[src/rtl/mult_seq_ctrl.sv]
`default_nettype none
// ============================================================================
// Module   : mult_seq_ctrl
// Purpose  : Hardware sequencer for the signed 8x8 product. A falling edge on
//            start (seen while idle) reads operands A and B from data memory,
//            multiplies their magnitudes with an 8-iteration shift-add loop,
//            restores the sign, and writes the 16-bit two's-complement result
//            back little-endian before raising done.
// Ports    : clk          - single clock, rising edge
//            reset        - synchronous, active-high; forces IDLE
//            start        - request; a 1->0 transition launches one multiply
//            done         - high in DONE (acknowledge)
//            busy         - high in every state except IDLE and DONE
//            mem_addr     - data-memory address
//            mem_rd_data  - asynchronous read data for mem_addr
//            mem_wr_en    - write strobe (memory writes on rising edge)
//            mem_wr_data  - write data
// Revision : 1.0 - initial release
// ============================================================================
module mult_seq_ctrl #(
  parameter int AW           = 8,
  parameter int OPA_ADDR     = 0,
  parameter int OPB_ADDR     = 1,
  parameter int PROD_LO_ADDR = 2,
  parameter int PROD_HI_ADDR = 3
) (
  input  logic          clk,
  input  logic          reset,
  input  logic          start,
  output logic          done,
  output logic          busy,
  output logic [AW-1:0] mem_addr,
  input  logic [7:0]    mem_rd_data,
  output logic          mem_wr_en,
  output logic [7:0]    mem_wr_data
);

  localparam logic [2:0] c_idle  = 3'd0;
  localparam logic [2:0] c_ld_a  = 3'd1;
  localparam logic [2:0] c_ld_b  = 3'd2;
  localparam logic [2:0] c_mul   = 3'd3;
  localparam logic [2:0] c_fix   = 3'd4;
  localparam logic [2:0] c_wr_lo = 3'd5;
  localparam logic [2:0] c_wr_hi = 3'd6;
  localparam logic [2:0] c_done  = 3'd7;

  logic [2:0]  r_state;
  logic [2:0]  w_next;
  logic        r_start_q;
  logic        w_launch;
  logic        r_sa;
  logic        r_sb;
  logic [15:0] r_mcand;   // |A|, shifted left one place per iteration
  logic [7:0]  r_mplier;  // |B|, shifted right so bit 0 is the current bit
  logic [15:0] r_acc;
  logic [2:0]  r_cnt;
  logic [7:0]  w_mag;

  // Start history has no reset so a start held low across reset release
  // cannot look like a falling edge.
  always_ff @(posedge clk) begin
    r_start_q <= start;
  end

  assign w_launch = r_start_q & ~start;

  // Magnitude of the byte currently on the read bus; -128 maps to 128,
  // which still fits in 8 unsigned bits.
  assign w_mag = mem_rd_data[7] ? (~mem_rd_data + 8'd1) : mem_rd_data;

  always_comb begin
    w_next = r_state;
    case (r_state)
      c_idle:  if (w_launch) w_next = c_ld_a;
      c_ld_a:  w_next = c_ld_b;
      c_ld_b:  w_next = c_mul;
      c_mul:   if (r_cnt == 3'd0) w_next = c_fix;
      c_fix:   w_next = c_wr_lo;
      c_wr_lo: w_next = c_wr_hi;
      c_wr_hi: w_next = c_done;
      c_done:  if (start) w_next = c_idle;
      default: w_next = c_idle;
    endcase
  end

  always_ff @(posedge clk) begin
    if (reset) begin
      r_state  <= c_idle;
      r_sa     <= 1'b0;
      r_sb     <= 1'b0;
      r_mcand  <= 16'd0;
      r_mplier <= 8'd0;
      r_acc    <= 16'd0;
      r_cnt    <= 3'd0;
    end else begin
      r_state <= w_next;
      case (r_state)
        c_ld_a: begin
          r_sa    <= mem_rd_data[7];
          r_mcand <= {8'd0, w_mag};
        end
        c_ld_b: begin
          r_sb     <= mem_rd_data[7];
          r_mplier <= w_mag;
          r_acc    <= 16'd0;
          r_cnt    <= 3'd7;
        end
        c_mul: begin
          if (r_mplier[0]) r_acc <= r_acc + r_mcand;
          r_mcand  <= {r_mcand[14:0], 1'b0};
          r_mplier <= {1'b0, r_mplier[7:1]};
          r_cnt    <= r_cnt - 3'd1;
        end
        c_fix: begin
          // Negate only a non-zero magnitude so 0 never becomes -0 noise.
          if ((r_sa != r_sb) && (r_acc != 16'd0)) r_acc <= ~r_acc + 16'd1;
        end
        default: ;
      endcase
    end
  end

  // Moore outputs decoded from the current state.
  always_comb begin
    done        = (r_state == c_done);
    busy        = (r_state != c_idle) && (r_state != c_done);
    mem_addr    = '0;
    mem_wr_en   = 1'b0;
    mem_wr_data = 8'd0;
    case (r_state)
      c_ld_a:  mem_addr = OPA_ADDR[AW-1:0];
      c_ld_b:  mem_addr = OPB_ADDR[AW-1:0];
      c_wr_lo: begin
        mem_addr    = PROD_LO_ADDR[AW-1:0];
        mem_wr_en   = 1'b1;
        mem_wr_data = r_acc[7:0];
      end
      c_wr_hi: begin
        mem_addr    = PROD_HI_ADDR[AW-1:0];
        mem_wr_en   = 1'b1;
        mem_wr_data = r_acc[15:8];
      end
      default: ;
    endcase
  end

endmodule
`default_nettype wire
[config.mk]
export PLATFORM = sky130hd
export DESIGN_NAME = mult_seq_ctrl
export DESIGN_NICKNAME = d
export VERILOG_FILES = /design/src/rtl/mult_seq_ctrl.sv
export SDC_FILE = /design/constraint.sdc
export NUM_CORES = 1
export LEC_CHECK = 0
export ABC_CLOCK_PERIOD_IN_PS = 2600
export CAP_MARGIN = 30
export CORE_MARGIN = 2
export CORE_UTILIZATION = 40
export CTS_CLUSTER_SIZE = 20
export DETAILED_ROUTE_END_ITERATION = 10
export GPL_ROUTABILITY_DRIVEN = 0
export SLEW_MARGIN = 40
export SYNTH_ARGS = -nofsm -noshare
export SYNTH_HDL_FRONTEND = slang
export SYNTH_SLANG_ARGS = --single-unit
[constraint.sdc]
create_clock -name clk -period 2.6 [get_ports clk]
set_input_delay 0.52 -clock clk [delete_from_list [all_inputs] [get_ports clk]]
set_output_delay 0.52 -clock clk [all_outputs]
set_load 0.03 [all_outputs]
==> results of run 1 <==
[power by group through the flow]
stage / logic, mW / registers (mW) / clock network [mW]
final: 0.339 / 0.816 / 0.680
after global routing: 0.376 / 0.821 / 0.720
after CTS: 0.336 / 0.816 / 0.687
after detailed placement: 0.334 / 0.833 / 0
after global placement: 0.329 / 0.832 / 0
after floorplan: 0.247 / 0.818 / 0
[worst max-delay path by stage]
stage | startpoint | end | slack (ps) | depth (start not counted)
6_report | r_acc[0]$_SDFFE_PP0P_ | r_acc[2]$_SDFFE_PP0P_ | 120 | 8
5_1_grt | r_acc[0]$_SDFFE_PP0P_ | r_acc[8]$_SDFFE_PP0P_ | 7 | 8
4_1_cts | r_state[1]$_SDFFE_PP0P_ | mem_wr_data[3] | 2 | 5
3_5_place_dp | r_acc[0]$_SDFFE_PP0P_ | r_acc[2]$_SDFFE_PP0P_ | 100 | 8
3_3_place_gp | r_acc[0]$_SDFFE_PP0P_ | r_acc[2]$_SDFFE_PP0P_ | 140 | 8
2_1_floorplan | r_acc[1]$_SDFFE_PP0P_ | r_acc[2]$_SDFFE_PP0P_ | 120 | 8
[worst reg2reg max path: stages (launching register included)]
cell     delay, ps
dfxtp_1        320
inv_1           70
ha_1           160
or4b_4         460
or4_4          520
o31a_2         410
buf_4          190
a22oi_1        180
nor2_1          50
[kinds of logic after synthesis]
family / Yosys count / synth area share (%)
AO/OA/AOI/OAI: 142 / 28.1
buffers and inverters: 46 / 5.90
flip-flops: 49 / 28.2
AND/OR/NAND/NOR: 172 / 25.0
other: 1 / 0.108
multiplexers: 6 / 1.73
adder cells (fa/ha/maj): 20 / 7.41
XOR/XNOR: 14 / 3.52
[Yosys cell counts, drive strengths merged (2+ instances only)]
master   instances  share of area [%]
o22ai            3               0.54
o31ai            3                1.0
a22oi           20                4.3
nor3b            2               0.58
a21o             6                1.3
nor2            60                6.5
xnor2            4                1.0
nand2b           8                1.4
nand4            2               0.36
o32ai            3               0.76
or2              3               0.54
a21oi           29                4.3
xor2            10                2.5
a311oi           5                1.3
ha              19                6.8
a2111o           2               0.65
dfxtp           49                 28
a211oi          12                2.9
buf             10                2.0
mux2i            6                1.7
nand2           23                2.5
inv             12                1.3
nand3b           3               0.65
o211ai           3               0.65
or4              4               0.97
nor4             3               0.54
o21a            10                2.2
nor3            20                2.9
and3             4               0.72
nor2b           15                2.7
or3             10                1.8
o21ai           28                4.0
nand3           10                1.4
clkbuf          24                2.6
a2111oi          5                1.3
a31oi            4               0.72
[metal layers]
metal | vias up | wire, um | track usage, % | share of wire (%)
met3 | 25 | 683 | 3.53 | 6.7
met5 | - | 0 | 0 | 0
met4 | 0 | 300 | 8.44 | 3.0
met1 | 1638 | 4620 | 28.9 | 46
li1 | 1703 | - | - | -
met2 | 129 | 4520 | 34.3 | 45
[sequential cells by signal, summed over array words and instances (netlist names)]
| name | cells |
|---|---|
| r_acc | 16 |
| r_mcand | 16 |
| r_mplier | 8 |
| r_cnt | 3 |
| r_state | 3 |
| r_sa | 1 |
| r_sb | 1 |
| r_start_q | 1 |
[final cells by class]
| cell class | instances | area (um^2) |
|---|---|---|
| tap | 108 | 135 |
| clock inverter | 3 | 68.8 |
| multi-input combinational | 360 | 2320 |
| clock buffer | 5 | 68.8 |
| inverter | 12 | 45.0 |
| fill | 864 | 4520 |
| sequential | 49 | 982 |
| timing repair buffer | 56 | 449 |
[through the flow]
stage	hold slack, ps	utilization (%)
floorplan	432	-
global route	495	47.3
global placement	442	45.6
detailed placement	458	45.6
CTS	471	47.2
finish	465	47.3
==> results.sh, run 1 <==
export IMPL_status="complete, no violations"
export IMPL_critPathRequiredTime_ps=2800
export IMPL_die_x_um=97.3
export IMPL_p_int_mw=1.30
export IMPL_diodes=0
export IMPL_clock_skew_ps=9.29
export IMPL_rrSetupSlack_ps=120
export IMPL_period_needed_ps=2480
export IMPL_fin_cells=593
export IMPL_worst_slack_ps=118
export IMPL_cts_sinks=49
export IMPL_drc=0
export IMPL_wl_per_cell_um=17.1
export IMPL_max_clock_freq_ghz=0.403
export IMPL_antenna_found_initial=0
export IMPL_grt_pass1_vias=3296
export IMPL_p_total_mw=1.84
export IMPL_max_cap_violations=0
export IMPL_die_area_mm2=0.00946
export IMPL_fp_row_count=34
export IMPL_initial_utilization_pct=40.5
export IMPL_seqPwrFrac_pct=44.5
export IMPL_drt_vias_per_instance=5.89
export IMPL_leakagePower_nw=1.64
export IMPL_switching_share_pct=29.1
export IMPL_cpLargestDelayFamily="simple AND/OR/NAND/NOR gates"
export IMPL_first_iter_violations=186
export IMPL_hold_end="r_mplier[2]$_SDFFE_PP0P_"
export IMPL_ys_ff_latch=49
export IMPL_hold_viol=0
export IMPL_syn_area_mm2=0.00348
export IMPL_num_vias=3495
export IMPL_r2r_start="r_acc[0]$_SDFFE_PP0P_"
export IMPL_first_pass_iters=6
export IMPL_die_h_um=97.3
export IMPL_grt_start_max_net_pins=50
export IMPL_reg2reg_depth=8
export IMPL_critPathKind="flop to flop"
export IMPL_p_per_area_mw_per_mm2=451
export IMPL_timing_rr_end="r_acc[2]$_SDFFE_PP0P_"
export IMPL_async_reset_ff_share_pct=0
export IMPL_drive_gt1_share_pct=14.4
export IMPL_tightest_slew_ps=715
export IMPL_postCtsSetupBuffers=0
export IMPL_relSlewSlack_pct=52.2
export IMPL_pre_cts_ws_ps=98.0
export IMPL_p_switching_mw=0.533
export IMPL_irDropWorstVdd_v=0.000313
export IMPL_numCtsBuffers=5
export IMPL_cp_buffers_inverters=2
export IMPL_cts_tree="yes"
export IMPL_nets=515
export IMPL_core_mm2=0.00859
export IMPL_path_clk_slew_ps=100
export IMPL_final_common_cell="nor2_1"
export IMPL_hold_path_depth=2
export IMPL_grt_total_usage_pct=21.4
export IMPL_p_clk_share_pct=37.0
export IMPL_antenna_left=0
export IMPL_hp_class="flop to flop"
export IMPL_cts_root_buf="clkbuf_8"
export IMPL_clockBufferDepth=2
export IMPL_layout_common_cells="59 x nor2_1, 48 x dfxtp_1, 43 x buf_4"
export IMPL_synthFlopType="dfxtp_1"
export IMPL_ios=30
export IMPL_rsz0062_at_grt="false"
export IMPL_setup_tns_final_ps=0
export IMPL_clk_latency_ps=320
export IMPL_critPathCaptureType="flop"
export IMPL_ys_types=63
export IMPL_grt_ovfl_total=0
export IMPL_yosysWarnings=0
export IMPL_synth_seq_area_share_pct=28.2
export IMPL_synth_cells=450
export IMPL_combinationalPowerShare_pct=18.5
export IMPL_slowest_stage="or4_4"
export IMPL_place_hpwl_um=7560
export IMPL_slowest_delay_ps=520
export IMPL_slew_violations=0
export IMPL_placed_area_mm2=0.00392
export IMPL_path_cells="inv_1 > ha_1 > or4b_4 > or4_4 > o31a_2 > buf_4 > a22oi_1 > nor2_1"
export IMPL_cts_resized=0
export IMPL_htreeDepth=2
export IMPL_grt_first_pass_wirelength_um=16500
export IMPL_dp_cells=585
export IMPL_io_buffers=23
export IMPL_finalCritPeriodShare_pct=95.5
export IMPL_cp_arrival_ps=2680
export IMPL_synth_edff_count=0
export IMPL_area_growth_pct=17.0
export IMPL_worstHoldStart="r_mplier[2]$_SDFFE_PP0P_"
export IMPL_cp_max_fo=12
export IMPL_drt_total_wl_um=10100
export IMPL_setup_viol=0
export IMPL_final_area_mm2=0.00407
export IMPL_syn_area_per_cell_um2=7.73
export IMPL_cts_hold_buffers=0
export IMPL_critPathLaunchType="flop"
No activity file was read; power rests on OpenSTA's default activity.
==> run 2, diff against run 1 <==
--- a/config.mk
+++ b/config.mk
@@ -8,7 +8,7 @@
 export ABC_CLOCK_PERIOD_IN_PS = 2600
 export CAP_MARGIN = 30
 export CORE_MARGIN = 2
-export CORE_UTILIZATION = 40
+export CORE_UTILIZATION = 35
 export CTS_CLUSTER_SIZE = 20
 export DETAILED_ROUTE_END_ITERATION = 10
 export GPL_ROUTABILITY_DRIVEN = 0
==> results.sh, run 2 (synthesis results as in run 1) <==
export IMPL_drt_total_wl_um=9790
export IMPL_first_pass_iters=6
export IMPL_num_vias=3534
export IMPL_die_x_um=104
export IMPL_antenna_left=0
export IMPL_wl_per_cell_um=15.7
export IMPL_antenna_found_initial=0
export IMPL_die_h_um=104
export IMPL_period_needed_ps=2550
export IMPL_grt_start_max_net_pins=50
export IMPL_placed_area_mm2=0.00396
export IMPL_worst_slack_ps=52.1
export IMPL_critPathCaptureType="flop"
export IMPL_cts_hold_buffers=0
export IMPL_numCtsBuffers=5
export IMPL_core_mm2=0.00973
export IMPL_io_buffers=23
export IMPL_layout_common_cells="60 x nor2_1, 49 x dfxtp_1, 48 x buf_4"
export IMPL_final_common_cell="nor2_1"
export IMPL_irDropWorstVdd_v=0.000206
export IMPL_largest_registers="r_acc: 16 flops, r_mcand: 16 flops, r_mplier: 8 flops"
export IMPL_reg2reg_depth=9
export IMPL_first_iter_violations=217
export IMPL_cp_arrival_ps=2740
export IMPL_max_clock_freq_ghz=0.392
export IMPL_fp_row_count=36
export IMPL_status="complete, no violations"
export IMPL_max_cap_violations=0
export IMPL_critPathKind="flop to flop"
export IMPL_pre_cts_ws_ps=113
export IMPL_setup_viol=0
export IMPL_rsz0062_at_grt="true"
export IMPL_ios=30
export IMPL_cts_sinks=49
export IMPL_die_area_mm2=0.0108
export IMPL_drt_vias_per_instance=5.68
export IMPL_hp_class="flop to flop"
export IMPL_nFillCells=1033
export IMPL_clock_skew_ps=15.1
export IMPL_drc=0
export IMPL_place_hpwl_um=7320
export IMPL_worstSetupEndpoint="r_acc[10]$_SDFFE_PP0P_"
export IMPL_cts_root_buf="clkbuf_8"
export IMPL_tightest_slew_ps=580
export IMPL_grt_first_pass_wirelength_um=16300
export IMPL_r2r_start="r_acc[1]$_SDFFE_PP0P_"
export IMPL_timing_rr_end="r_acc[10]$_SDFFE_PP0P_"
export IMPL_p_per_area_mw_per_mm2=404
export IMPL_relSlewSlack_pct=60.4
export IMPL_path_clk_slew_ps=100
export IMPL_diodes=0
export IMPL_cts_tree="yes"
export IMPL_critPathLaunchType="flop"
export IMPL_grt_total_usage_pct=18.4
export IMPL_area_growth_pct=17.2
export IMPL_crit_path_start="r_acc[1]$_SDFFE_PP0P_"
export IMPL_clk_latency_ps=320
export IMPL_leakagePower_nw=1.63
export IMPL_nets=519
export IMPL_hold_viol=0
export IMPL_slew_violations=0
export IMPL_drive_gt1_share_pct=14.5
export IMPL_htreeDepth=2
export IMPL_critPathRequiredTime_ps=2790
export IMPL_cp_max_fo=8
export IMPL_grt_pass1_vias=3251
export IMPL_finalCritPeriodShare_pct=98.0
export IMPL_grt_ovfl_total=0
export IMPL_clockBufferDepth=2
export IMPL_final_area_mm2=0.00408
export IMPL_rrSetupSlack_ps=50
export IMPL_initial_utilization_pct=35.8
==> run 2: layout make-up <==
class                      instances  area (um^2)  share of cell area, %
sequential                        49          981                   24.1
multi-input combinational        360         2310                   56.8
clock buffer                       5         68.8                   1.69
inverter                          12         45.0                   1.11
timing repair buffer              60          475                   11.7
tap                              133          166                   4.08
clock inverter                     3         25.0                  0.614
==> run 2: power by group <==
part	switching (mW)	internal, mW
Sequential	0.0368	0.784
Clock	0.294	0.197
Combinational	0.203	0.132
Total	0.533	1.11
==> run 2: per-layer routing <==
metal / up-vias / GRT usage, % / part of all wire [%]
met5: - / 0 / 0
met4: 0 / 5.21 / 1.8
met3: 17 / 3.08 / 6.0
met2: 111 / 29.4 / 45
met1: 1682 / 25.5 / 47
li1: 1724 / - / -
==> run 2: how the worst min path moves through the flow <==
stage               slack [ps]                      from  cells past startpoint                        to
floorplan                  430  r_mplier[2]$_SDFFE_PP0P_                      2  r_mplier[2]$_SDFFE_PP0P_
global placement           450     r_cnt[0]$_SDFFE_PP0P_                      1     r_cnt[0]$_SDFFE_PP0P_
detailed placement         450  r_mplier[2]$_SDFFE_PP0P_                      2  r_mplier[2]$_SDFFE_PP0P_
CTS                        460  r_mplier[2]$_SDFFE_PP0P_                      2  r_mplier[2]$_SDFFE_PP0P_
global route               480  r_mplier[2]$_SDFFE_PP0P_                      2  r_mplier[2]$_SDFFE_PP0P_
finish                     470  r_mplier[2]$_SDFFE_PP0P_                      2  r_mplier[2]$_SDFFE_PP0P_
==> run 2: what timing repair did <==
action | CTS | global route
setup endpoints to repair | 0 | 6
setup buffers | 0 | 3
resized for setup | 0 | 2
==> run 2: per-stage QoR <==
stage               total power, mW  instances  hold slack [ps]  setup TNS (ps)  util [%]
global route                   1.73        622              476            -146      41.9
floorplan                      1.06        455              432               0         -
detailed placement             1.17        611              451               0      40.7
finish                         1.65        622              469               0      41.9
CTS                            1.65        619              464               0      41.6
global placement               1.16        611              448               0      40.7
==> run 2: critical path, stage by stage, from the launching register on <==
cell     delay (ps)
dfxtp_1         320
inv_1            80
ha_2            180
or4b_4          460
or4_4           530
o31ai_4         410
buf_4           190
nor4_1           40
a21oi_1         140
o22ai_1          90
